## config.mk

```make
export PLATFORM = sky130hd
export DESIGN_NAME = dip_switch_debouncer_flat
export DESIGN_NICKNAME = d
export VERILOG_FILES = /design/src/rtl/dip_switch_debouncer_if.sv /design/src/rtl/dip_switch_debouncer.sv /design/src/flat_wrapper.sv
export SDC_FILE = /design/constraint.sdc
export NUM_CORES = 1
export LEC_CHECK = 0
export ABC_AREA = 1
export CAP_MARGIN = 20
export CORE_MARGIN = 5
export CORE_UTILIZATION = 40
export CTS_CLUSTER_DIAMETER = 80
export DETAILED_ROUTE_END_ITERATION = 12
export RECOVER_POWER = 50
export SYNTH_ARGS = -nofsm -noshare
export SYNTH_HDL_FRONTEND = slang
export SYNTH_SLANG_ARGS = --single-unit
```

## constraint.sdc

```tcl
create_clock -name clk -period 2.55 [get_ports clk]
set_input_delay 0.51 -clock clk [delete_from_list [all_inputs] [get_ports clk]]
set_output_delay 0.51 -clock clk [all_outputs]
set_load 0.01 [all_outputs]
```

## src/rtl/dip_switch_debouncer_if.sv

```systemverilog
`default_nettype none
// ============================================================================
// dip_switch_debouncer_if : raw switch levels in, conditioned vector out
// Rev 1.0
// ============================================================================
interface dip_switch_debouncer_if #(
  parameter int WIDTH = 8
);
  logic [WIDTH-1:0] raw_in;
  logic [WIDTH-1:0] stable_out;
  logic             changed;
  logic             settling;

  modport master (output raw_in, input stable_out, input changed, input settling);
  modport slave  (input raw_in, output stable_out, output changed, output settling);
endinterface
`default_nettype wire

```

## src/rtl/dip_switch_debouncer.sv

```systemverilog
`default_nettype none
// ============================================================================
// dip_switch_debouncer : 2-flop synchronizer plus whole-vector debounce
// Rev 1.0
// ============================================================================
module dip_switch_debouncer #(
  parameter int WIDTH         = 8,
  parameter int STABLE_CYCLES = 16
) (
  input  wire                    clk,
  input  wire                    rst,
  dip_switch_debouncer_if.slave  bus
);
  localparam int              CNT_W   = $clog2(STABLE_CYCLES);
  localparam logic [CNT_W-1:0] CNT_MAX = CNT_W'(STABLE_CYCLES - 1);

  logic [WIDTH-1:0] sync1_q, sync1_d;
  logic [WIDTH-1:0] sync2_q, sync2_d;
  logic [WIDTH-1:0] cand_q, cand_d;
  logic [WIDTH-1:0] stable_q, stable_d;
  logic [CNT_W-1:0] cnt_q, cnt_d;
  logic             changed_q, changed_d;

  always_comb begin
    sync1_d   = bus.raw_in;
    sync2_d   = sync1_q;
    cand_d    = cand_q;
    cnt_d     = cnt_q;
    stable_d  = stable_q;
    changed_d = 1'b0;
    // Any difference on any bit restarts qualification of the whole vector.
    if (sync2_q != cand_q) begin
      cand_d = sync2_q;
      cnt_d  = '0;
    end else if (cand_q != stable_q) begin
      if (cnt_q == CNT_MAX) begin
        stable_d  = cand_q;
        changed_d = 1'b1;
        cnt_d     = '0;
      end else begin
        cnt_d = cnt_q + CNT_W'(1);
      end
    end else begin
      cnt_d = '0;
    end
  end

  always_ff @(posedge clk or posedge rst) begin
    if (rst) begin
      sync1_q   <= '0;
      sync2_q   <= '0;
      cand_q    <= '0;
      stable_q  <= '0;
      cnt_q     <= '0;
      changed_q <= 1'b0;
    end else begin
      sync1_q   <= sync1_d;
      sync2_q   <= sync2_d;
      cand_q    <= cand_d;
      stable_q  <= stable_d;
      cnt_q     <= cnt_d;
      changed_q <= changed_d;
    end
  end

  assign bus.stable_out = stable_q;
  assign bus.changed    = changed_q;
  assign bus.settling   = (cand_q != stable_q);
endmodule
`default_nettype wire

```

## src/flat_wrapper.sv

```systemverilog
// flat-port wrapper written by rule: the top's interface ports become plain ports
module dip_switch_debouncer_flat 
#(
  parameter int WIDTH         = 8,
  parameter int STABLE_CYCLES = 16
)
  (clk, rst, bus_raw_in, bus_stable_out, bus_changed, bus_settling);
  dip_switch_debouncer_if #(.WIDTH(WIDTH)) bus_i ();
  input  wire clk;
  input  wire rst;
  input wire logic [$bits(bus_i.raw_in)-1:0] bus_raw_in;
  output wire logic [$bits(bus_i.stable_out)-1:0] bus_stable_out;
  output wire logic [$bits(bus_i.changed)-1:0] bus_changed;
  output wire logic [$bits(bus_i.settling)-1:0] bus_settling;
  assign bus_i.raw_in = bus_raw_in;
  assign bus_stable_out = bus_i.stable_out;
  assign bus_changed = bus_i.changed;
  assign bus_settling = bus_i.settling;
  dip_switch_debouncer #(.WIDTH(WIDTH), .STABLE_CYCLES(STABLE_CYCLES)) u_core (.clk(clk), .rst(rst), .bus(bus_i));
endmodule
```

==> load_flow_metrics.sql <==
INSERT INTO impl_metrics (metric_group, metric, value, unit) VALUES
('cells_and_area', 'fillCellCount', '331', ''),
('timing', 'final-max-slew-violation-count', '0', ''),
('setup_path', 'critical_path_required', '2040', 'ps'),
('place', 'place.detailed.hpwl', '1764', 'µm'),
('place', 'place_congestion', '0.8017', ''),
('clock_tree', 'tritoncts', 'yes', ''),
('setup_path', 'timing.critical_path.fanout_max', '3', ''),
('logic_synthesis', 'syn_avg_cell_area', '9.427', 'µm²'),
('die', 'floorplan.initialDensity', '41.46', '%'),
('global_route', 'grt_start_max_net_pins', '38', ''),
('global_route', 'grt_usage', '11.89', '%'),
('die', 'floorplan.die_area', '0.005126', 'mm²'),
('clock_tree', 'clock_network_latency_to_the_later_pin_of_the_worst_skew_pair', '280', 'ps'),
('setup_path', 'critical_path.startpoint', 'u_core.bus.stable_out[3]', ''),
('cells_and_area', 'layout-drive-gt1-share', '13.41', '%'),
('run_status', 'result_of_the_run', 'finished clean', ''),
('place', 'placed_cells', '220', ''),
('cells_and_area', 'flow.area_growth_from_synthesis', '20.20', '%'),
('setup_path', 'worstPathArrival', '1590', 'ps'),
('die', 'fp.dieW', '71.60', 'µm'),
('setup_path', 'worstSetupPathType', 'reg -> out', ''),
('global_route', 'vias_in_the_first_global_route', '1020', ''),
('die', 'dieHeight', '71.60', 'µm'),
('cells_and_area', 'multi_input_area', '459.2', 'µm²'),
('timing', 'setup-violations-final', '0', ''),
('global_route', 'antenna_found_initial', '0', ''),
('logic_synthesis', 'syn_area', '0.001518', 'mm²'),
('setup_path', 'startpoint_type', 'flop', ''),
('clock_tree', 'clock_tree.root_cell', 'clkbuf_8', ''),
('hold_path', 'holdCritPathClass', 'reg -> reg', ''),
('timing', 'report.final.hold_viol_count', '0', ''),
('routing', 'drt-vias-per-instance', '4.410', ''),
('routing', 'ant_nets', '0', ''),
('timing', 'max_slew.worst_pin.slew', '890.6', 'ps'),
('timing', 'setup-tns-final', '0', 'ps'),
('routing', 'drc_errors', '0', ''),
('setup_path', 'worst-r2r-setup-slack', '990', 'ps'),
('cells_and_area', 'layout.core_utilization', '49.83', '%'),
('run', 'maxCapViolCount', '0', ''),
('power_and_ir_drop', 'p_leak', '0.9450', 'nW'),
('clock_tree', 'clock-sinks', '37', ''),
('routing', 'routed_length_per_instance', '11.11', 'µm'),
('clock_tree', 'holdBufCountCts', '0', ''),
('die', 'row_count', '22', ''),
('clock_tree', 'cts_inserted_buffers', '5', ''),
('power_and_ir_drop', 'worst_ir_drop_vdd', '0.3434', 'mV'),
('logic_synthesis', 'share_of_synthesized_area_occupied_by_flip_flops_and_latches', '61.01', '%'),
('clock_tree', 'cts_repair_resize_count', '0', ''),
('setup_path', 'worst_setup_path_end_kind', 'output port', ''),
('timing', 'timing.fmax', '476.4', 'MHz'),
('routing', 'finalWirelength', '2522', 'µm'),
('die', 'design.core.area', '0.003661', 'mm²'),
('timing', 'fin_worst_skew', '2.552', 'ps'),
('cells_and_area', 'instances_no_fill', '227', ''),
('logic_synthesis', 'synthDistinctLibCells', '19', ''),
('logic_synthesis', 'syn_inst', '161', ''),
('timing', 'period_minus_slack', '2099', 'ps'),
('logic_synthesis', 'synthesis.nets', '172', ''),
('timing', 'slew_headroom', '40.62', '%'),
('routing', 'detailroute.via_count', '1001', ''),
('timing', 'rsz0062_at_grt', 'no', ''),
('power_and_ir_drop', 'power_per_cell_area', '587.0', 'mW/mm²'),
('clock_tree', 'htreeDepth', '2', ''),
('hold_path', 'hp-start', 'u_core.sync1_q[7]', ''),
('cells_and_area', 'sequential_cell_area', '925.9', 'µm²'),
('clock_tree', 'postCtsSetupBuffers', '0', ''),
('die', 'ioPinCount', '20', ''),
('logic_synthesis', 'synth-seq-cells', '37', ''),
('routing', 'drt-pass1-iter-count', '4', ''),
('place', 'i_o_buffers', '19', ''),
('cells_and_area', 'insertedDiodeCount', '0', ''),
('global_route', 'first_pass_grt_wire_length', '4574', 'µm'),
('setup_path', 'r2r-start', 'u_core.cnt_q[0]', ''),
('routing', 'dr.first_iter.drc_count', '64', ''),
('logic_synthesis', 'yosys_warnings', '0', ''),
('timing', 'period_share', '82.31', '%'),
('clock_tree', 'cts.clk_slew.worst_paths', '60', 'ps'),
('global_route', 'gr-total-overflow', '0', ''),
('clock_tree', 'clock_tree.buffer_depth', '2', ''),
('cells_and_area', 'nNetsFinal', '190', '');
## sequential cells by signal, indices dropped and copies added (netlist names)
| signal | flops |
|---|---|
| u_core.sync1_q | 8 |
| u_core.bus.stable_out | 8 |
| u_core.cnt_q | 4 |
| u_core.bus.changed | 1 |
| u_core.sync2_q | 8 |
| u_core.cand_q | 8 |
## per-layer routing
layer | GRT usage, % | vias to the layer above | routed length [µm]
met2 | 18.16 | 21 | 1217
li1 | - | 510 | -
met4 | 6.472 | 0 | 45
met3 | 4.769 | 4 | 138
met5 | 0 | - | 0
met1 | 14.30 | 466 | 1121
## worst max-delay path, stage by stage (launching register included)
cell             delay [ps]
dfrtp_1                 410
xnor2_1                 170
nand2_1                  80
nor2_1                  100
nand2_1                  70
clkdlybuf4s50_1         480
## cell usage after synthesis, drive strengths merged
cell / number / area (µm²)
nand3: 2 / 22.52
ha: 1 / 12.51
nand4: 8 / 50.05
xor2: 2 / 17.52
nand2: 62 / 245.2
nor2: 9 / 55.05
buf: 2 / 12.51
xnor2: 3 / 26.28
dfrtp: 37 / 925.9
clkbuf: 8 / 30.03
nor3: 3 / 30.03
inv: 24 / 90.08
## power breakdown
part           total, mW  switching (mW)  leakage (nW)  internal, mW
logic             0.0554          0.0323         0.439        0.0230
registers          0.620          0.0137         0.461         0.607
clock network      0.395           0.181        0.0443         0.214
## final timing paths
kind	endpoint	cells past startpoint
max reg2reg	u_core.bus.stable_out[7]	8
min reg2reg	u_core.sync2_q[7]	0
max	bus_settling	5
min	u_core.sync2_q[7]	0
min in group asynchronous	u_core.sync1_q[4]	3
max in group asynchronous	u_core.bus.stable_out[1]	3
## logic make-up (layout without fill, tap and decap cells)
kind of cell / Yosys count / in the layout / synth area share (%)
adder cells (fa/ha/maj): 1 / 1 / 0.8243
XOR/XNOR: 5 / 5 / 2.886
flip-flops: 37 / 37 / 61.01
AND/OR/NAND/NOR: 84 / 84 / 26.55
buffers and inverters: 34 / 52 / 8.738
## per-stage QoR
step / area (µm²) / hold slack (ps) / worst slack (ps) / power (mW)
floorplan: 1518 / 331.2 / 1061 / 0.6697
global placement: 1740 / 332.7 / 739.3 / 0.6898
detailed placement: 1740 / 334.7 / 724.6 / 0.6918
CTS: 1827 / 350.3 / 404.2 / 1.098
global route: 1824 / 355.8 / 284.4 / 1.133
finish: 1824 / 347.4 / 451.0 / 1.071
## layout make-up
type | instances | share of cell area, %
flip-flops and latches | 37 | 50.75
well taps | 48 | 3.292
repair buffers | 21 | 11.11
clock buffers | 7 | 4.733
multi-input cells | 90 | 25.17
inverters | 24 | 4.938
## placed cells by master (no fill, tap or decap)
master,count
nor2_2,2
xnor2_1,3
nor2_8,1
nand3_1,1
nand2_4,1
clkdlybuf4s50_1,10
inv_2,6
xor2_1,2
ha_1,1
nand4_1,8
buf_4,1
nor3_2,3
dfrtp_1,37
clkbuf_1,1
nand2_2,2
clkbuf_2,1
nand2_1,59
clkbuf_8,6
dlygate4sd3_1,9
inv_1,18
nor2_1,6
nand3_4,1
(Power assumes the default switching activity.)
